## config.mk

```make
export PLATFORM = sky130hd
export DESIGN_NAME = debug_dump_scheduler_flat
export DESIGN_NICKNAME = d
export VERILOG_FILES = /design/src/rtl/debug_dump_scheduler_pkg.sv /design/src/rtl/debug_dump_scheduler_if.sv /design/src/rtl/debug_dump_scheduler_drainer.sv /design/src/rtl/debug_dump_scheduler.sv /design/src/flat_wrapper.sv
export SDC_FILE = /design/constraint.sdc
export NUM_CORES = 1
export LEC_CHECK = 0
export CAP_MARGIN = 20
export CORE_ASPECT_RATIO = 0.9
export CORE_UTILIZATION = 29
export DETAILED_ROUTE_END_ITERATION = 8
export PLACE_DENSITY = 0.8
export REMOVE_ABC_BUFFERS = 1
export SKIP_CTS_REPAIR_TIMING = 1
export SYNTH_ARGS = -nofsm -noshare
export SYNTH_HDL_FRONTEND = slang
export SYNTH_SLANG_ARGS = --single-unit
```

## constraint.sdc

```tcl
create_clock -name i_clk -period 1.9 [get_ports i_clk]
set_clock_uncertainty 0.05 [all_clocks]
set_input_delay 0.57 -clock i_clk [delete_from_list [all_inputs] [get_ports i_clk]]
set_output_delay 0.57 -clock i_clk [all_outputs]
set_load 0.01 [all_outputs]
```

## src/rtl/debug_dump_scheduler_pkg.sv

```systemverilog
// debug_dump_pkg: header magic and FSM state encodings shared by the debug dump scheduler files
package debug_dump_pkg;
    localparam logic [7:0] HDR_MAGIC = 8'hA5;
    localparam logic [2:0] W_IDLE  = 3'd0;
    localparam logic [2:0] W_HDR   = 3'd1;
    localparam logic [2:0] W_REGS  = 3'd2;
    localparam logic [2:0] W_MEM   = 3'd3;
    localparam logic [2:0] W_CSUM  = 3'd4;
    localparam logic [2:0] W_DRAIN = 3'd5;
    localparam logic [2:0] W_DONE  = 3'd6;
    localparam logic D_IDLE = 1'b0;
    localparam logic D_WAIT = 1'b1;
endpackage

```

## src/rtl/debug_dump_scheduler_if.sv

```systemverilog
// debug_dump_scheduler_if: control, debug-read, TX FIFO and UART signals of the dump scheduler
interface debug_dump_scheduler_if #(
    parameter int REG_ADDR_WIDTH = 5,
    parameter int MEM_ADDR_WIDTH = 8
);
    logic                      i_start;
    logic                      o_busy;
    logic                      o_done;
    logic [REG_ADDR_WIDTH-1:0] o_reg_addr;
    logic [31:0]               i_reg_data;
    logic [MEM_ADDR_WIDTH-1:0] o_mem_addr;
    logic [31:0]               i_mem_data;
    logic                      o_fifo_wr;
    logic [31:0]               o_fifo_wdata;
    logic                      i_fifo_full;
    logic                      i_fifo_empty;
    logic [7:0]                i_fifo_rd_data;
    logic                      o_fifo_rd;
    logic                      o_tx_start;
    logic [7:0]                o_tx_data;
    logic                      i_tx_done;
    modport master (
        input  i_start, i_reg_data, i_mem_data, i_fifo_full, i_fifo_empty, i_fifo_rd_data, i_tx_done,
        output o_busy, o_done, o_reg_addr, o_mem_addr, o_fifo_wr, o_fifo_wdata, o_fifo_rd, o_tx_start, o_tx_data
    );
    modport slave (
        output i_start, i_reg_data, i_mem_data, i_fifo_full, i_fifo_empty, i_fifo_rd_data, i_tx_done,
        input  o_busy, o_done, o_reg_addr, o_mem_addr, o_fifo_wr, o_fifo_wdata, o_fifo_rd, o_tx_start, o_tx_data
    );
endinterface

```

## src/rtl/debug_dump_scheduler_drainer.sv

```systemverilog
// debug_byte_drainer: hands one FIFO byte to the UART per transmit completion, always running
module debug_byte_drainer
    import debug_dump_pkg::*;
(
    input  logic       i_clk,
    input  logic       i_reset,
    input  logic       i_fifo_empty,
    input  logic [7:0] i_fifo_rd_data,
    input  logic       i_tx_done,
    output logic       o_fifo_rd,
    output logic       o_tx_start,
    output logic [7:0] o_tx_data,
    output logic       o_idle
);
    logic state_q, state_d;
    logic launch;
    always_comb begin
        o_idle     = state_q == D_IDLE;
        launch     = o_idle && !i_fifo_empty;
        o_fifo_rd  = launch;
        o_tx_start = launch;
        o_tx_data  = launch ? i_fifo_rd_data : 8'h00;
        state_d    = launch ? D_WAIT : (state_q == D_WAIT && i_tx_done) ? D_IDLE : state_q;
    end
    always_ff @(posedge i_clk) begin
        if (i_reset) state_q <= D_IDLE;
        else         state_q <= state_d;
    end
endmodule

```

## src/rtl/debug_dump_scheduler.sv

```systemverilog
// debug_dump_scheduler: streams header, register file and data memory words into the TX FIFO.
// Define DEBUG_DUMP_CHECKSUM_EN to append a running-XOR trailer word after the memory words.
module debug_dump_scheduler
    import debug_dump_pkg::*;
#(
    parameter int NUM_REGS       = 32,
    parameter int NUM_MEM_WORDS  = 32,
    parameter int REG_ADDR_WIDTH = 5,
    parameter int MEM_ADDR_WIDTH = 8
) (
    input  logic                   i_clk,
    input  logic                   i_reset,
    debug_dump_scheduler_if.master bus
);
`ifdef DEBUG_DUMP_CHECKSUM_EN
    localparam logic [2:0] AFTER_MEM = W_CSUM;
    logic [31:0] csum_q, csum_d;
`else
    localparam logic [2:0] AFTER_MEM = W_DRAIN;
`endif
    logic [2:0]  state_q, state_d;
    logic [7:0]  idx_q, idx_d;
    logic [31:0] wdata;
    logic        wr, wr_phase, last_reg, last_mem, drainer_idle;
    always_comb begin
        wr_phase = state_q inside {W_HDR, W_REGS, W_MEM}
`ifdef DEBUG_DUMP_CHECKSUM_EN
                   || state_q == W_CSUM
`endif
                   ;
        wr       = wr_phase && !bus.i_fifo_full;
        last_reg = idx_q == 8'(NUM_REGS - 1);
        last_mem = idx_q == 8'(NUM_MEM_WORDS - 1);
        wdata    = state_q == W_HDR  ? {HDR_MAGIC, 8'h00, 8'(NUM_REGS), 8'(NUM_MEM_WORDS)}
                 : state_q == W_REGS ? bus.i_reg_data
                 : state_q == W_MEM  ? bus.i_mem_data
`ifdef DEBUG_DUMP_CHECKSUM_EN
                 : state_q == W_CSUM ? csum_q
`endif
                 : 32'h0;
        bus.o_fifo_wr    = wr;
        bus.o_fifo_wdata = wdata;
        bus.o_busy       = state_q != W_IDLE && state_q != W_DONE;
        bus.o_done       = state_q == W_DONE;
        bus.o_reg_addr   = state_q == W_REGS ? REG_ADDR_WIDTH'(idx_q) : '0;
        bus.o_mem_addr   = state_q == W_MEM ? MEM_ADDR_WIDTH'(idx_q) : '0;
        state_d = state_q;
        idx_d   = idx_q;
        // the index only moves on an accepted write, so back-pressure holds the read address
        case (state_q)
            W_IDLE:  if (bus.i_start) begin state_d = W_HDR; idx_d = '0; end
            W_HDR:   if (wr) state_d = W_REGS;
            W_REGS:  if (wr) begin state_d = last_reg ? W_MEM : W_REGS; idx_d = last_reg ? 8'd0 : idx_q + 8'd1; end
            W_MEM:   if (wr) begin state_d = last_mem ? AFTER_MEM : W_MEM; idx_d = last_mem ? 8'd0 : idx_q + 8'd1; end
`ifdef DEBUG_DUMP_CHECKSUM_EN
            W_CSUM:  if (wr) state_d = W_DRAIN;
`endif
            W_DRAIN: if (bus.i_fifo_empty && drainer_idle) state_d = W_DONE;
            default: state_d = W_IDLE;
        endcase
`ifdef DEBUG_DUMP_CHECKSUM_EN
        csum_d = (state_q == W_IDLE && bus.i_start) ? 32'h0 : wr ? csum_q ^ wdata : csum_q;
`endif
    end
    always_ff @(posedge i_clk) begin
        if (i_reset) begin
            state_q <= W_IDLE;
            idx_q   <= '0;
`ifdef DEBUG_DUMP_CHECKSUM_EN
            csum_q  <= '0;
`endif
        end else begin
            state_q <= state_d;
            idx_q   <= idx_d;
`ifdef DEBUG_DUMP_CHECKSUM_EN
            csum_q  <= csum_d;
`endif
        end
    end
    debug_byte_drainer u_drainer (
        .i_clk          (i_clk),
        .i_reset        (i_reset),
        .i_fifo_empty   (bus.i_fifo_empty),
        .i_fifo_rd_data (bus.i_fifo_rd_data),
        .i_tx_done      (bus.i_tx_done),
        .o_fifo_rd      (bus.o_fifo_rd),
        .o_tx_start     (bus.o_tx_start),
        .o_tx_data      (bus.o_tx_data),
        .o_idle         (drainer_idle)
    );
endmodule
```

## src/flat_wrapper.sv

```systemverilog
// flat-port wrapper written by rule: the top's interface ports become plain ports
module debug_dump_scheduler_flat import debug_dump_pkg::*;
#(
    parameter int NUM_REGS       = 32,
    parameter int NUM_MEM_WORDS  = 32,
    parameter int REG_ADDR_WIDTH = 5,
    parameter int MEM_ADDR_WIDTH = 8
)
  (i_clk, i_reset, bus_i_start, bus_i_reg_data, bus_i_mem_data, bus_i_fifo_full, bus_i_fifo_empty, bus_i_fifo_rd_data, bus_i_tx_done, bus_o_busy, bus_o_done, bus_o_reg_addr, bus_o_mem_addr, bus_o_fifo_wr, bus_o_fifo_wdata, bus_o_fifo_rd, bus_o_tx_start, bus_o_tx_data);
  debug_dump_scheduler_if #(.REG_ADDR_WIDTH(REG_ADDR_WIDTH), .MEM_ADDR_WIDTH(MEM_ADDR_WIDTH)) bus_i ();
  input  logic i_clk;
  input  logic i_reset;
  input wire logic [$bits(bus_i.i_start)-1:0] bus_i_start;
  input wire logic [$bits(bus_i.i_reg_data)-1:0] bus_i_reg_data;
  input wire logic [$bits(bus_i.i_mem_data)-1:0] bus_i_mem_data;
  input wire logic [$bits(bus_i.i_fifo_full)-1:0] bus_i_fifo_full;
  input wire logic [$bits(bus_i.i_fifo_empty)-1:0] bus_i_fifo_empty;
  input wire logic [$bits(bus_i.i_fifo_rd_data)-1:0] bus_i_fifo_rd_data;
  input wire logic [$bits(bus_i.i_tx_done)-1:0] bus_i_tx_done;
  output wire logic [$bits(bus_i.o_busy)-1:0] bus_o_busy;
  output wire logic [$bits(bus_i.o_done)-1:0] bus_o_done;
  output wire logic [$bits(bus_i.o_reg_addr)-1:0] bus_o_reg_addr;
  output wire logic [$bits(bus_i.o_mem_addr)-1:0] bus_o_mem_addr;
  output wire logic [$bits(bus_i.o_fifo_wr)-1:0] bus_o_fifo_wr;
  output wire logic [$bits(bus_i.o_fifo_wdata)-1:0] bus_o_fifo_wdata;
  output wire logic [$bits(bus_i.o_fifo_rd)-1:0] bus_o_fifo_rd;
  output wire logic [$bits(bus_i.o_tx_start)-1:0] bus_o_tx_start;
  output wire logic [$bits(bus_i.o_tx_data)-1:0] bus_o_tx_data;
  assign bus_i.i_start = bus_i_start;
  assign bus_i.i_reg_data = bus_i_reg_data;
  assign bus_i.i_mem_data = bus_i_mem_data;
  assign bus_i.i_fifo_full = bus_i_fifo_full;
  assign bus_i.i_fifo_empty = bus_i_fifo_empty;
  assign bus_i.i_fifo_rd_data = bus_i_fifo_rd_data;
  assign bus_i.i_tx_done = bus_i_tx_done;
  assign bus_o_busy = bus_i.o_busy;
  assign bus_o_done = bus_i.o_done;
  assign bus_o_reg_addr = bus_i.o_reg_addr;
  assign bus_o_mem_addr = bus_i.o_mem_addr;
  assign bus_o_fifo_wr = bus_i.o_fifo_wr;
  assign bus_o_fifo_wdata = bus_i.o_fifo_wdata;
  assign bus_o_fifo_rd = bus_i.o_fifo_rd;
  assign bus_o_tx_start = bus_i.o_tx_start;
  assign bus_o_tx_data = bus_i.o_tx_data;
  debug_dump_scheduler #(.NUM_REGS(NUM_REGS), .NUM_MEM_WORDS(NUM_MEM_WORDS), .REG_ADDR_WIDTH(REG_ADDR_WIDTH), .MEM_ADDR_WIDTH(MEM_ADDR_WIDTH)) u_core (.i_clk(i_clk), .i_reset(i_reset), .bus(bus_i));
endmodule
```

==> results.md <==
Detailed routing:
- The number of optimization iterations in the first detailed-route pass is 4.
- For this block, the initial DRC count from the detailed router was 63.
- Dividing the detail-routed via count by the number of cells gives 4.89.
- The overall via count from detail_route is 1967.
- In the final routed layout, each cell accounts on average for 14.3 µm.
- The total routed wirelength is 5.77 mm.
- For this run, design rule violations remaining after detail routing come to 0.
- The residual antenna-violating net count after detailed routing is 0.

Setup path:
- The worst register-to-register path has a depth of 7.
- The largest driver fanout on the critical path is 5.
- The cell with the biggest individual delay on the critical path is sky130_fd_sc_hd__dfxtp_4.
- The setup path with the least slack is of type reg -> out.
- The endpoint identified for the worst register-to-register timing path is u_core.idx_q[6].
- The cell family with the largest share of critical-path delay is simple AND/OR/NAND/NOR gates.
- The cell that appears most often on the critical path is sky130_fd_sc_hd__buf_6.
- The flop-to-flop setup slack is 130 ps.
- The kind of end point of the critical path is a primary output.
- The worst setup path is launched from a register.
- Walking the worst path, the cells encountered are buf_6 -> or2b_4 -> nor2_4 -> buf_6 -> and2_1 -> clkbuf_2.
- The startpoint identified for the worst register-to-register timing path is u_core.state_q[2].
- On the worst path, the slowest cell contributes a delay of 350 ps.
- The worst path required time is 1280 ps.
- The arrival time at the worst endpoint is 1540 ps.
- The start point of the critical path is u_core.state_q[1].
- The number of buffers and inverters on the critical path is 3.

CTS:
- In this run the clock root is driven by a sky130_fd_sc_hd__clkbuf_8.
- After clock tree synthesis, the clock-pin slew on the worst setup and hold paths is 50 ps.
- Clock latency on the worst-skew pair, taken at its later pin, is 240 ps.
- CTS built an H-tree with a depth of 1.
- TritonCTS built the clock tree.
- The number of buffers added by the clock tree synthesis step is 3.
- The number of sinks driven by the clock tree is 12.
- The clock passes through at most 2 buffers.

Worst hold path:
- The tightest min-delay check is of the reg -> reg type.
- The path with the worst hold slack has its endpoint at u_core.u_drainer.state_q.
- The origin of the worst min-delay path is u_core.u_drainer.state_q.
- Counting instances, the worst hold path has a depth of 1.

Global routing:
- The pin count of the biggest net entering global routing is 28.
- The number of global-route vias before repair is 1787.
- The initial antenna violation count is 0.
- The total overflow left after global routing is 0.
- The first global-routing pass estimated 7.68 mm of wire.
- The global-route usage over all layers is 20.2%.

STA:
- In the post-route analysis, the smallest setup slack over all paths is -262 ps.
- Setup repair after global routing could not meet its margin everywhere.
- The slew at the pin with the worst max-slew slack is 390 ps.
- The setup violation total in the final timing report is 47.
- The max-slew headroom at the worst pin is 73.9%.
- The number of max-slew violations in the final report came to 0.
- The fmax is 0.463 GHz.
- The period utilization is 114%.
- The hold violation total from the final report is 0.
- The final critical delay including setup and external delays is 2160 ps.
- The worst hold slack is 444 ps.

Floorplan:
- The area enclosed by the die boundary is 4760 µm².
- The core region is 4180 µm².
- 136 I/O pins were placed.
- The die outline height is 65.5 µm.
- The die is 72.6 µm wide.
- The number of rows in the core area is 22.
- Once the floorplan was initialized, standard cells occupied 31.1% of the core.

Power:
- For this design the static power due to leakage is 1.64 nW.
- Across the VDD grid, the largest voltage drop is 0.191 mV.
- Power spread over the standard cell area amounts to 362 nW/µm².

Placed design:
- The placed cell area is 2850 µm².
- The congestion estimate from routability-driven global placement came to 0.910.
- Buffers placed on the I/O ports in this run total 135.
- After legalization and detailed placement, the total HPWL measured 3.86 mm.

Logic synthesis:
- The portion of the post-synthesis area used by sequential elements is 18.5%.
- The synthesized design contains 12 register bits.
- The synthesized area per cell is 7.39 µm².
- The number of distinct library cells after synthesis is 35.
- The most used flip-flop cell after synthesis is sky130_fd_sc_hd__dfxtp_1.
- The number of synthesis warnings is 0.
- The synthesized design contains 0 enable-type register cells.
- The post-synthesis async set-or-reset flop share is 0%.
- The biggest area contributor in the post-synthesis netlist is sky130_fd_sc_hd__mux2i_1.
- After synthesis, the cell types taking the most area are sky130_fd_sc_hd__mux2i_1 (20%), sky130_fd_sc_hd__dfxtp_1 (18%), sky130_fd_sc_hd__nor2_1 (12%), sky130_fd_sc_hd__and2_1 (7.2%), sky130_fd_sc_hd__xor2_1 (4.7%).
- Summing every instance area after synthesis gives 1300 µm².
- Synthesis produced 176 cells.
- The portion of synthesized cell area occupied by the leading cell type is 20.0%.

Final layout:
- The count of nets after finishing is 423.
- After routing the design area is 3260 µm².
- 0 antenna diodes ended up in the layout.
- Once layout is complete, the utilization of the core stands at 77.9%.
- Cells with a size suffix above 1 make up 45.6% of the layout.
- The growth of design area from synthesis to finish is 151%.

Run:
- Max-cap violations in this run came to 0.

Status:
- The run finished, with violations left.
- The final reports fail on negative setup slack.
## placed cells by master, fill, tap and decap left out, drive strengths merged
cell and count:
or3 1, and2 15, or2b 1, nand2 8, a311oi 1, nor4 1, nor3 3, inv 1
o2111ai 5, o21a 2, a2bb2oi 1, ha 1, clkdlybuf4s50 51, clkbuf 12, nor2b 1, nand4b 1
nor3b 2, nand2b 1, nor4b 2, buf 88, mux2i 26, o21ai 8, dlymetal6s2s 28, nor2 40
and2b 1, dfxtp 12, a21oi 10, and3 10, a211oi 1, xor2 7, o21bai 1
## worst max-delay path by stage
stage	endpoint	slack, ps	cells after the start
floorplan	bus_o_done	-700	2
global placement	bus_o_tx_data[1]	-580	5
global route	bus_o_reg_addr[4]	-340	6
detailed placement	bus_o_tx_data[0]	-610	5
CTS	bus_o_reg_addr[4]	-620	4
finish	bus_o_reg_addr[4]	-260	6
## flip-flops by register name, summed over array words and instances, names as in the netlist
name and flops:
u_core.idx_q 8, u_core.state_q 3, u_core.u_drainer.state_q 1
## area by class of cell
class / count / area (µm²)
repair buffers: 176 / 1670
multi-input cells: 150 / 1220
fillers: 301 / 923
flip-flops and latches: 12 / 248
well taps: 60 / 75.1
clock buffers: 3 / 41.3
inverters: 1 / 6.26
## Yosys cell counts (2+ instances only)
library cell and instances:
sky130_fd_sc_hd__nor2_1 40, sky130_fd_sc_hd__mux2i_1 26, sky130_fd_sc_hd__and2_1 15, sky130_fd_sc_hd__dfxtp_1 12, sky130_fd_sc_hd__a21oi_1 10, sky130_fd_sc_hd__and3_1 9
sky130_fd_sc_hd__nand2_1 8, sky130_fd_sc_hd__o21ai_0 8, sky130_fd_sc_hd__xor2_1 7, sky130_fd_sc_hd__clkbuf_1 6, sky130_fd_sc_hd__o2111ai_1 5, sky130_fd_sc_hd__buf_2 4
sky130_fd_sc_hd__nor3_1 3, sky130_fd_sc_hd__o21a_1 2
## cells by family after synthesis
kind of cell	count (synthesis)	synth area share (%)
buffers and inverters	14	6.54
AO/OA/AOI/OAI	29	14.2
adder cells (fa/ha/maj)	1	0.961
XOR/XNOR	7	4.71
AND/OR/NAND/NOR	87	35.1
multiplexers	26	20.0
flip-flops	12	18.5
## metrics by stage
stage	instances	worst slack, ps	setup TNS (ps)	power, mW
floorplan	163	-700	-28490	0.486
global placement	382	-581	-25240	0.839
detailed placement	382	-608	-25990	0.848
CTS	385	-620	-32000	1.08
global route	402	-341	-9160	1.24
finish	402	-262	-6680	1.18
## worst register-to-register path, delay by kind of cell, from the launching register on
kind / cells / cell delay [ps]
AOI/OAI and AO/OA: 1 / 140
xor gates and xnor gates: 1 / 160
and+or+nand+nor: 2 / 490
buffers and inverters: 3 / 510
DFF: 1 / 340
## metal layers
metal / wire (µm) / global-route usage (%)
met3: 521 / 5.83
met4: 62 / 4.66
met1: 2170 / 21.5
met5: 0 / 0
met2: 3010 / 39.0
## report_power, final
| group | switching, mW | internal (mW) |
|---|---|---|
| clock network | 0.0932 | 0.140 |
| registers | 0.0168 | 0.261 |
| logic | 0.277 | 0.393 |
(Power assumes the default switching activity.)
==> RTL edit 1, RTL diff (same settings) <==
`REG_ADDR_WIDTH` is set to 5 in 3 places; all go to 4.
--- a/src/rtl/debug_dump_scheduler_if.sv
+++ b/src/rtl/debug_dump_scheduler_if.sv
@@ -1,5 +1,5 @@
 // debug_dump_scheduler_if: control, debug-read, TX FIFO and UART signals of the dump scheduler
 interface debug_dump_scheduler_if #(
-    parameter int REG_ADDR_WIDTH = 5,
+    parameter int REG_ADDR_WIDTH = 4,
     parameter int MEM_ADDR_WIDTH = 8
 );
--- a/src/rtl/debug_dump_scheduler.sv
+++ b/src/rtl/debug_dump_scheduler.sv
@@ -6,5 +6,5 @@
     parameter int NUM_REGS       = 32,
     parameter int NUM_MEM_WORDS  = 32,
-    parameter int REG_ADDR_WIDTH = 5,
+    parameter int REG_ADDR_WIDTH = 4,
     parameter int MEM_ADDR_WIDTH = 8
 ) (
--- a/src/flat_wrapper.sv
+++ b/src/flat_wrapper.sv
@@ -4,5 +4,5 @@
     parameter int NUM_REGS       = 32,
     parameter int NUM_MEM_WORDS  = 32,
-    parameter int REG_ADDR_WIDTH = 5,
+    parameter int REG_ADDR_WIDTH = 4,
     parameter int MEM_ADDR_WIDTH = 8
 )
Ports: changed (resized bus_o_reg_addr); port bits go from 136 to 135. The function was not compared with the original's and may differ.
==> RTL edit 1 against the original RTL <==
Critical endpoint is now bus_o_busy. Utilization down 4.1 points. Die area down 1.1%. First-iteration DRC count up 14%. The flow still finishes with violations (negative setup slack). Cell area down 5.9%. Sequential cell count unchanged. Wire length down 0.45%. Synthesized area down 1.2%. Global-route usage down 0.79 points. Count of clock-buffer cells in the layout unchanged. Total power down 5.6%. Critical path type unchanged. Setup slack better by 0.19 ns.
==> RTL edit 1: results (changes against the original RTL) <==
| Metric | Value |
|---|---|
| Post-Place Cells | 382 (unchanged) |
| Post-synthesis async set-or-reset flop share | 0% (unchanged) |
| Dpl ws | -0.588 ns (was -0.608 ns) |
| Initial antenna violation count | 0 (unchanged) |
| Root Driver | clkbuf_8 (unchanged) |
| CTS clk-pin slew, worst paths | 0.06 ns |
| Number of antenna diodes | 0 (unchanged) |
| Peak supply drop | 0.000284 V (was 0.000191 V) |
| Met1 Use GR | 20.8% (was 21.5%) |
| Crit-path max FO | 5 (unchanged) |
| Clk_lat worst skew | 0.24 ns (about the same) |
| Largest registers | u_core.idx_q: 8 flops, u_core.state_q: 3 flops, u_core.u_drainer.state_q: 1 flops (unchanged) |
| Pre-antenna DRT Iters | 4 (unchanged) |
| Vias in the first global route | 1703 (was 1787) |
| Reg2reg setup slack | 0.06 ns (was 0.13 ns) |
| Final Hold Fails | 0 (unchanged) |
| Final HPWL from detailed placement | 3830 um (was 3860 um) |
| Beginning of the worst hold path | u_core.u_drainer.state_q (unchanged) |
| First-pass GRT wire length | 7460 um (was 7680 um) |
| Post-DR wirelength/cell | 14.5 um (was 14.3 um) |
| WL met2 | 2820 um (was 3010 um) |
| H-tree depth | 1 (unchanged) |
| Synth area leaders | mux2i_1 (20%), dfxtp_1 (19%), nor2_1 (11%), and2_1 (4.9%), and3_1 (4.9%) (was mux2i_1 (20%), dfxtp_1 (18%), nor2_1 (12%), and2_1 (7.2%), xor2_1 (4.7%)) |
| Pin count of the biggest net entering global routing | 26 (was 28) |
| Avg Inst Size Synth | 7.35 um^2 (was 7.39 um^2) |
| Post-route insts no fill | 397 (was 402) |
| M1 WL | 2280 um (was 2170 um) |
| Hold WC Path Type | flop to flop (unchanged) |
| Worst-Margin Slew | 0.470 ns (was 0.390 ns) |
| Worst Slack Setup Final | -0.0744 ns (was -0.262 ns) |
| Iteration-0 DRC Markers | 72 (was 63) |
| Metal3 WL | 548 um (was 521 um) |
| Final setup violation count | 15 (was 47) |
| Port Buf Inserts | 134 (was 135) |
| Main synth FF type | dfxtp_1 (unchanged) |
| Worst setup path start | u_core.state_q[1] (unchanged) |
| Top Layer Used | met4 (unchanged) |
| Status | finished, violations left (unchanged) |
| Fill count | 320 (was 301) |
| Total GRT Usage | 19.5% (was 20.2%) |
| Netlist cell types | 32 (was 35) |
| Routability Congestion | 0.787 (was 0.910) |
| Yosys warning count | 0 (unchanged) |
| GR Util met3 | 5.98% (was 5.83%) |
| Nets@finish | 418 (was 423) |
| Max incr delay on CP | 0.38 ns (was 0.35 ns) |
| Worst Path Required | 1.28 ns (about the same) |
| GRT met2 Usage | 37.5% (was 39.0%) |
| Failing checks | negative setup slack (unchanged) |
| Via count | 1934 (was 1967) |
| Pleak | 2.00 nW (was 1.64 nW) |
| R2R Path Start | u_core.state_q[0] (was u_core.state_q[2]) |
| Register area share after synthesis | 18.7% (was 18.5%) |
| Share of layout cells above drive strength 1 | 35.3% (was 45.6%) |
| Synth cell count leaders | nor2_1 (39), mux2i_1 (26), dfxtp_1 (12) (was nor2_1 (40), mux2i_1 (26), and2_1 (15)) |
## RTL edit 1: cell families (layout without fill, tap and decap cells)
family	count (synthesis)	in the layout	synth area share, %
compound gates	29	29	14.4
flops	12	12	18.7
simple gates	85	85	34.7
mux	26	26	20.2
buf+inv	15	177	6.23
xor+xnor	7	7	4.77
fa+ha+maj	1	1	0.973
## RTL edit 1: area by class of cell
| type | instances | area [um^2] | share of cell area, % |
|---|---|---|---|
| inverters | 1 | 6.26 | 0.204 |
| multi-input cells | 148 | 1040 | 33.8 |
| flip-flops and latches | 12 | 251 | 8.20 |
| well taps | 60 | 75.1 | 2.45 |
| clock buffers | 3 | 41.3 | 1.35 |
| repair buffers | 173 | 1660 | 54.0 |
## RTL edit 1: power by group
part           switching, W  internal (W)  total [W]
Combinational      0.000242      0.000354   0.000596
Sequential        0.0000196      0.000260   0.000279
Clock             0.0000996      0.000140   0.000240
Total              0.000361      0.000754    0.00112
## RTL edit 1: worst paths after layout
| check | end | depth (start not counted) |
|---|---|---|
| worst min-delay path | u_core.u_drainer.state_q | 1 |
| worst max register to register | u_core.idx_q[4] | 7 |
| worst min register to register | u_core.u_drainer.state_q | 1 |
| worst max-delay path | bus_o_busy | 5 |
## RTL edit 1: metrics by stage
| stage | cell area [um^2] | power, W | TNS [ns] | hold WS [ns] |
|---|---|---|---|---|
| 2_1_floorplan | 1210 | 0.000488 | -29.91 | 0.384 |
| 4_1_cts | 2900 | 0.00110 | -27.94 | 0.444 |
| 6_report | 3070 | 0.00112 | -0.303 | 0.457 |
| 3_5_place_dp | 2860 | 0.000862 | -25.53 | 0.433 |
| 5_1_grt | 3070 | 0.00117 | -1.96 | 0.481 |
| 3_3_place_gp | 2860 | 0.000852 | -24.38 | 0.416 |
==> RTL edit 2, RTL diff (same settings) <==
Made on the original files. Make the reset (`i_reset`) asynchronous in 2 clocked blocks.
--- a/src/rtl/debug_dump_scheduler_drainer.sv
+++ b/src/rtl/debug_dump_scheduler_drainer.sv
@@ -23,5 +23,5 @@
         state_d    = launch ? D_WAIT : (state_q == D_WAIT && i_tx_done) ? D_IDLE : state_q;
     end
-    always_ff @(posedge i_clk) begin
+    always_ff @(posedge i_clk or posedge i_reset) begin
         if (i_reset) state_q <= D_IDLE;
         else         state_q <= state_d;
--- a/src/rtl/debug_dump_scheduler.sv
+++ b/src/rtl/debug_dump_scheduler.sv
@@ -63,5 +63,5 @@
 `endif
     end
-    always_ff @(posedge i_clk) begin
+    always_ff @(posedge i_clk or posedge i_reset) begin
         if (i_reset) begin
             state_q <= W_IDLE;
Check against the original RTL: differs if i_reset is asserted again (counterexample within 4 cycles, from zero or initial values and one cycle with i_reset high); with i_reset held inactive, the same outputs for 10 cycles.
==> RTL edit 2 against the original RTL <==
First-iteration DRC count increased by 90%. Non-clock buffer count grew 6. Wire length grew 19%. Sequential cell count unchanged. Synthesized area increased by 3.4%. Setup slack better by 0.016 ns. Critical endpoint is now bus_o_fifo_wdata[27]. Cell area is 16% higher. The run still ends with negative setup slack left. Fmax grew 0.77%. Synthesized cell count is 2.8% higher.
Power is left out: it rests on default switching activity, and per cell area and clock period it moved more than threefold.
==> RTL edit 2: results (changes against the original RTL) <==
| Metric | Value |
|---|---|
| Post-synthesis async set-or-reset flop share | 100% (was 0%) |
| Main synth FF type | dfrtp_1 (was dfxtp_1) |
| Largest registers | u_core.idx_q: 8 flops, u_core.state_q: 3 flops, u_core.u_drainer.state_q: 1 flops (unchanged) |
| First-pass GRT wire length | 8010 um (was 7680 um) |
| Worst Slack Setup Final | -0.245 ns (was -0.262 ns) |
| Arr. time, crit path | 1.53 ns |
| Synth area leaders | dfrtp_1 (22%), mux2i_1 (20%), nor2_1 (11%), and2_1 (6.5%), a21oi_1 (4.5%) (was mux2i_1 (20%), dfxtp_1 (18%), nor2_1 (12%), and2_1 (7.2%), xor2_1 (4.7%)) |
| Yosys warning count | 0 (unchanged) |
| Dpl ws | -0.619 ns (was -0.608 ns) |
| Register area share after synthesis | 22.3% (was 18.5%) |
| Maximum clock insertion buffer count | 2 (unchanged) |
| Root Driver | clkbuf_8 (unchanged) |
| Hold WC Path Type | flop to flop (unchanged) |
| Clk_lat worst skew | 0.25 ns |
| Port Buf Inserts | 135 (unchanged) |
| Number of antenna diodes | 0 (unchanged) |
| Via count | 2137 (was 1967) |
| Final HPWL from detailed placement | 4120 um (was 3860 um) |
| CTS clk-pin slew, worst paths | 0.06 ns |
| Post-DR wirelength/cell | 16.5 um (was 14.3 um) |
| Worst-Margin Slew | 0.475 ns (was 0.390 ns) |
| Total GRT Usage | 20.7% (was 20.2%) |
| Nets@finish | 433 (was 423) |
| Vias in the first global route | 1898 (was 1787) |
| Initial antenna violation count | 0 (unchanged) |
| Final setup violation count | 47 (unchanged) |
| Netlist cell types | 37 (was 35) |
| Iteration-0 DRC Markers | 120 (was 63) |
| Routability Congestion | 0.821 (was 0.910) |
| Max incr delay on CP | 0.44 ns (was 0.35 ns) |
| Synth cell count leaders | nor2_1 (39), mux2i_1 (27), and2_1 (14) (was nor2_1 (40), mux2i_1 (26), and2_1 (15)) |
| Failing checks | negative setup slack (unchanged) |
| CTS buffer count | 3 (unchanged) |
| Pre-antenna DRT Iters | 4 (unchanged) |
| Status | finished, violations left (unchanged) |
| Crit-path max FO | 8 (was 5) |
| Critical path's slowest cell | dfrtp_2 (was dfxtp_4) |
| Pin count of the biggest net entering global routing | 19 (was 28) |
| Share of layout cells above drive strength 1 | 52.7% (was 45.6%) |
| H-tree depth | 1 (unchanged) |
## RTL edit 2: worst paths after layout
| kind | start | slack, ns | depth (start not counted) | to |
|---|---|---|---|---|
| max in group asynchronous | i_reset | 0.86 | 2 | u_core.idx_q[0] |
| min in group asynchronous | i_reset | 0.58 | 2 | u_core.idx_q[6] |
| min reg2reg | u_core.u_drainer.state_q | 0.51 | 2 | u_core.u_drainer.state_q |
| min | u_core.u_drainer.state_q | 0.51 | 2 | u_core.u_drainer.state_q |
| max | u_core.state_q[2] | -0.25 | 5 | bus_o_fifo_wdata[27] |
| max reg2reg | u_core.state_q[0] | -0.05 | 7 | u_core.idx_q[6] |
## RTL edit 2: kinds of logic after synthesis
kind of cell / share of synthesized area (%)
AOI/OAI and AO/OA: 13.2
buffers and inverters: 5.49
muxes: 20.1
xor gates and xnor gates: 0.651
and+or+nand+nor: 37.3
adders and majority gates: 0.930
DFF: 22.3
## RTL edit 2: final cells by class
| class | count | area (um^2) |
|---|---|---|
| sequential | 12 | 304 |
| inverter | 2 | 7.51 |
| fill | 238 | 689 |
| tap | 62 | 77.6 |
| multi-input combinational | 153 | 1440 |
| clock buffer | 4 | 55.1 |
| timing repair buffer | 182 | 1890 |
## RTL edit 2: metrics by stage
step	TNS (ns)	std cells	hold slack [ns]	cell area [um^2]	utilization [%]
2_1_floorplan	-27.62	167	0.385	1280	-
3_3_place_gp	-25.09	392	0.491	2930	65.7
3_5_place_dp	-26.28	392	0.517	2930	65.7
4_1_cts	-29.07	396	0.527	2990	67.0
5_1_grt	-9.69	415	0.533	3770	84.5
6_report	-7.07	415	0.512	3770	84.5
## RTL edit 2: worst max-delay path: cells and delay by family (launching register included)
kind | cells | cell delay (ns)
buffers and inverters | 3 | 0.50
flip-flops | 1 | 0.44
AND/OR/NAND/NOR | 2 | 0.34
## RTL edit 2: metal layers
metal / track usage [%] / wire length (um) / vias to the layer above
li1: - / - / 974
met1: 22.7 / 2530 / 1004
met2: 41.6 / 3620 / 142
met3: 2.87 / 542 / 17
met4: 3.85 / 140 / 0
met5: 0 / 0 / -
